[src/rtl/piso_serial_tx.sv]
// piso_serial_tx: parallel-in serial-out framed transmitter (start 0, data LSB first, stop 1)
// Ports:
//   Clk     - rising-edge clock
//   reset   - asynchronous active-high reset
//   data_in - WIDTH-bit word, sampled on the accept edge only
//   load    - request to send data_in (accepted when ready)
//   ready   - idle and able to accept a word
//   tx_out  - serial line, idles high
//   busy    - a frame is on the line
//   done    - one-cycle pulse after the stop bit completes
module piso_serial_tx #(
    parameter int WIDTH        = 8,
    parameter int CLKS_PER_BIT = 4
) (
    input  logic             Clk,
    input  logic             reset,
    input  logic [WIDTH-1:0] data_in,
    input  logic             load,
    output logic             ready,
    output logic             tx_out,
    output logic             busy,
    output logic             done
);
    localparam int DW = CLKS_PER_BIT > 1 ? $clog2(CLKS_PER_BIT) : 1;
    localparam int CW = $clog2(WIDTH);

    typedef enum logic [1:0] {IDLE, START, DATA, STOP} state_t;

    state_t           state, state_nx;
    logic [WIDTH-1:0] shreg;
    logic [CW-1:0]    cnt;
    logic [DW-1:0]    div;
    logic             tc, last;

    // with one clock per bit the divider stays at 0, so tc is always true
    assign tc   = div == DW'(CLKS_PER_BIT - 1);
    assign last = cnt == CW'(WIDTH - 1);

    always_comb begin
        state_nx = state;
        case (state)
            IDLE:  state_nx = load ? START : IDLE;
            START: state_nx = tc ? DATA : START;
            DATA:  state_nx = (tc && last) ? STOP : DATA;
            STOP:  state_nx = tc ? IDLE : STOP;
            default: state_nx = IDLE;
        endcase
    end

    // outputs decode registered state only, so reset forces them at once
    assign ready  = state == IDLE;
    assign busy   = state != IDLE;
    assign tx_out = state == START ? 1'b0 : state == DATA ? shreg[0] : 1'b1;

    always_ff @(posedge Clk or posedge reset) begin
        if (reset) begin
            state <= IDLE;
            shreg <= '0;
            cnt   <= '0;
            div   <= '0;
            done  <= 1'b0;
        end else begin
            state <= state_nx;
            done  <= state == STOP && tc;
            div   <= (state == IDLE || tc) ? '0 : div + 1'b1;
            if (state == IDLE && load)
                shreg <= data_in;
            if (state == START && tc)
                cnt <= '0;
            if (state == DATA && tc) begin
                shreg <= shreg >> 1;
                if (!last)
                    cnt <= cnt + 1'b1;
            end
        end
    end
endmodule

[config.mk]
export PLATFORM = sky130hd
export DESIGN_NAME = piso_serial_tx
export DESIGN_NICKNAME = d
export VERILOG_FILES = /design/src/rtl/piso_serial_tx.sv
export SDC_FILE = /design/constraint.sdc
export NUM_CORES = 1
export LEC_CHECK = 0
export ABC_AREA = 1
export CORE_MARGIN = 8
export CORE_UTILIZATION = 54
export CTS_CLUSTER_SIZE = 28
export DETAILED_ROUTE_END_ITERATION = 10
export PLACE_DENSITY = 0.81
export SLEW_MARGIN = 30
export SYNTH_ARGS = -nofsm -noshare
export SYNTH_HDL_FRONTEND = slang
export SYNTH_SLANG_ARGS = --single-unit
[constraint.sdc]
create_clock -name Clk -period 2.02 [get_ports Clk]
set_input_delay 0.303 -clock Clk [delete_from_list [all_inputs] [get_ports Clk]]
set_output_delay 0.303 -clock Clk [all_outputs]
set_load 0.02 [all_outputs]
---- Word level (Yosys, flattened, before mapping) ----
Cells that the tools add are included.
operators by class
  multiplexer cells ....................... 13
  add/subtract/negate cells ............... 2
  shift-type cells ........................ 0
  reduce and logical (&&, ||, !) cells .... 9
  bitwise operators ....................... 0
  equality and inequality tests ........... 5
  order comparisons ....................... 0
  $mul .................................... 0
  divide/modulo/power cells ............... 0
operators by type and width
  cell                   count
  $mux W8                2
  $mux W3                3
  $pmux W2 S4            1
  $eq A2 B2 Y1 const B   3
  $mux W2                3
  $logic_and A1 B1 Y1    5
  $mux W1                4
  $reduce_bool A2 Y1     2
  $add A3 B1 Y3 const B  1
  $eq A3 B3 Y1 const B   1
  $add A2 B1 Y2 const B  1
  $eq A2 B1 Y1 const B   1
  $logic_not A2 Y1       1
  $logic_or A1 B1 Y1     1
word-level totals
  RAM bits ................................ 0
  ROM bits ................................ 0
  logic and storage cells ................. 34
  bits in registers ....................... 16
  memories ................................ 0
  input port bits ......................... 11
  latch bits .............................. 0

---- Logic depth before layout (Yosys ltp) ----
  depth in word-level cells ............... 5
  depth in mapped cells ................... 6
  gate-level depth less buffers ........... 6

---- Worst setup path before layout ----
OpenSTA, ideal clock, no wires.
  path type ............................... flip-flop to output port
  start ................................... register state[1]
  end ..................................... output port tx_out
  data arrival time ....................... 1127 ps
  slack ................................... 590 ps
  path buffers ............................ 1
  cell stages (with the launch flop) ...... 5
  cells stage by stage .................... dfrtp_1 -> nor2_2 -> buf_6 -> inv_1 -> nand3_1
between the ends
  cells in the longest elaborated chain, start to end .. 3
  elaborated cells on any way between the ends .. 4
  those cells by class .................... eq/ne: 2; mux: 2
ends and longest elaborated chain
  element                 RTL line  source
  start, declared         29        state_t state, state_nx;
  start signal, assigned  63        state <= state_nx;
  $eq A2 B2 Y1            53        assign tx_out = state == START ? 1'b0 : state == DATA ? shreg[0] : 1'b1;
  $mux W1                 53
  $mux W1 (*)             53
  end, declared           20        output logic tx_out,
Every way passes the cells marked *; elsewhere a longest branch is shown, timed or not.

---- Worst setup path in the final report ----
  start ................................... register state[1]
  end ..................................... output port ready
between the ends
  cells in the longest elaborated chain, start to end .. 1
ends and longest elaborated chain
  element           RTL line  source
  $logic_not A2 Y1  51        assign ready = state == IDLE;
  end, declared     19        output logic ready,
Every way passes these cells.

==> flow_metrics.env <==
export IMPL_start_util_pct=56.98
export IMPL_cpMaxStageDelayCell="clkdlybuf4s50_1"
export IMPL_cp_max_fo=6
export IMPL_area_growth_syn_to_layout_pct=23.03
export IMPL_cts_sinks=16
export IMPL_yosys_warnings=0
export IMPL_synth_cells=92
export IMPL_finClkSkew_ps=5.981
export IMPL_finish_net_count=125
export IMPL_vias=689
export IMPL_p_sw_w=0.0005705
export IMPL_dieHeight_um=55.87
export IMPL_drv_cap=0
export IMPL_p_clk_share_pct=14.6
export IMPL_seqPwrFrac_pct=40.6
export IMPL_cp_depth=2
export IMPL_rsz0062_at_grt="no"
export IMPL_drt_total_wl_um=1609
export IMPL_fillers=121
export IMPL_cp_buffers_inverters=1
export IMPL_max_vdd_ir_drop_mv=0.9936
export IMPL_place_congestion=0.8568
export IMPL_max_clock_freq_ghz=0.5423
export IMPL_track_usage_pct=11.65
export IMPL_period_needed_ps=1844
export IMPL_finalCritPeriodShare_pct=91.29
export IMPL_drc_errors=0
export IMPL_first_pass_iters=4
export IMPL_core_um2=1506
export IMPL_diodes=0
export IMPL_rr_endpoint="cnt[0]"
export IMPL_end_kind="output port"
export IMPL_synth_area_um2=858.3
export IMPL_vias_per_cell=5.468
export IMPL_num_rows=14
export IMPL_grt_max_degree=17
export IMPL_maxSlewViolCount=0
export IMPL_portBuffers=14
export IMPL_wl_per_cell_um=12.77
export IMPL_status="complete, no violations"
export IMPL_worstPathRequired_ps=1720
export IMPL_die_w_um=55.87
export IMPL_r2r_start="cnt[0]"
export IMPL_clock_latency_ps=290
export IMPL_overflow=0
export IMPL_crit_chain="nor2_2 -> clkdlybuf4s50_1"
export IMPL_hold_viol_final=0
export IMPL_crit_family="buffers and inverters"
export IMPL_critPathLaunch="state[1]"
export IMPL_dp_hpwl_um=1309
export IMPL_power_density_nw_per_um2=1353
export IMPL_start_kind="flop"
export IMPL_r2r_cells=6
export IMPL_ys_seq_area_share_pct=46.65
export IMPL_setup_slack_ps=176.0
export IMPL_setup_viol=0
export IMPL_grt_pass1_vias=763
export IMPL_drtIter0Drc=13
export IMPL_ctsHtreeMaxLevel=1
export IMPL_drive_gt1_share_pct=25.45
export IMPL_p_leak_nw=0.5432
export IMPL_synthDistinctLibCells=18
export IMPL_antenna_left=0
export IMPL_io_pins=15
export IMPL_final_util_pct=70.10
export IMPL_intPower_w=0.0008584
export IMPL_cts_root_buf="clkbuf_4"
export IMPL_die_area_um2=3121
export IMPL_fin_tns_setup_ps=0
export IMPL_clk_pin_slew_ps=90
export IMPL_antenna_found_initial=0
export IMPL_grt_pass1_wl_um=3008
export IMPL_crit_path_end="ready"
export IMPL_slew_limit_headroom_pct=60.33
export IMPL_ctsHoldBuffers=0
export IMPL_cts_buffers=3
export IMPL_synth_nets=106
export IMPL_clk_path_buf_depth=2
export IMPL_worst_pin_slew_ps=594.4
export IMPL_hold_class="primary input to async pin"
export IMPL_max_stage_delay_ps=620
export IMPL_ys_ff_latch=16
export IMPL_p_sw_share_pct=39.93
export IMPL_worstSetupPathType="flop to output port"
export IMPL_rrSetupSlack_ps=690
export IMPL_cts_tree="yes"
export IMPL_crit_arrival_ps=1540
export IMPL_place_ws_ps=350.5
export IMPL_syn_avg_cell_area_um2=9.330
export IMPL_pwr_share_comb_pct=44.8
cells in the mapped netlist (all sizes together):
| cell | instances | share of area, % |
|---|---|---|
| nor2 | 3 | 2.5 |
| nand3 | 27 | 22 |
| inv | 11 | 5.4 |
| nor3 | 1 | 0.58 |
| dfrtp | 16 | 47 |
| buf | 2 | 1.9 |
| nand4 | 1 | 0.73 |
| o21ai | 1 | 0.58 |
| nor3b | 1 | 1.5 |
| ha | 3 | 4.4 |
| nand2 | 26 | 14 |
routing by layer:
metal / share of wire (%) / vias to the layer above / track usage, %
met4: 0.68 / 0 / 4.811
met3: 6.5 / 2 / 5.708
met2: 53 / 19 / 20.35
met1: 40 / 326 / 11.41
li1: - / 342 / -
met5: 0 / - / 0
layout by cell type (no fill, tap or decap):
master           count
nand3_1             18
nand2_1             17
dfrtp_1             16
clkdlybuf4s50_1     13
inv_1               10
nand2_2              9
nand3_2              8
ha_1                 3
clkbuf_4             3
buf_4                2
nor2_2               1
nand3_4              1
inv_6                1
nand4_1              1
nor2_4               1
o21ai_0              1
nor3_1               1
nor2_1               1
nor3b_2              1
clkbuf_8             1
dlymetal6s2s_1       1
through the flow:
step / cell area [um2] / power, W / hold slack, ps / instances
after detailed placement: 1017 / 0.001250 / 437.1 / 122
after floorplan: 858.3 / 0.001045 / 216.7 / 92
after global placement: 1017 / 0.001202 / 426.1 / 122
after global routing: 1056 / 0.001566 / 436.7 / 126
after CTS: 1054 / 0.001462 / 379.5 / 126
final: 1056 / 0.001429 / 370.1 / 126
timing repair:
| action | 4_1_cts | 5_1_grt |
|---|---|---|
| gates resized for setup | 0 | 1 |
| setup buffers | 0 | 0 |
| endpoints found under the setup margin | 0 | 1 |
area by class of cell:
class	count	area [um2]	share of cell area, %
flip-flops and latches	16	400.4	37.91
clock buffers	4	36.28	3.436
repair buffers	16	157.7	14.93
inverters	11	46.29	4.384
well taps	16	20.02	1.896
multi-input cells	63	395.4	37.44
logic make-up after synthesis:
family,count (synthesis),share of synthesized area [%]
compound gates,1,0.5825
fa+ha+maj,3,4.374
buf+inv,13,7.289
flops,16,46.65
simple gates,59,41.11
registers in the layout (all words and copies together) (netlist names):
register / flops
state: 2
done: 1
cnt: 3
shreg: 8
div: 2
power by group through the flow:
stage / Sequential (W) / Clock [W] / Combinational [W]
floorplan: 0.000568 / 0 / 0.000477
finish: 0.000580 / 0.000209 / 0.000640
detailed placement: 0.000586 / 0 / 0.000663
global placement: 0.000580 / 0 / 0.000622
CTS: 0.000580 / 0.000218 / 0.000664
global route: 0.000602 / 0.000233 / 0.000730
worst min-delay path by stage:
stage | endpoint | slack (ps)
detailed placement | div[0] | 440
CTS | state[1] | 380
floorplan | cnt[0] | 220
finish | state[1] | 370
global route | state[1] | 440
global placement | div[0] | 430
Note: power is estimated with default switching activity, not from simulation.
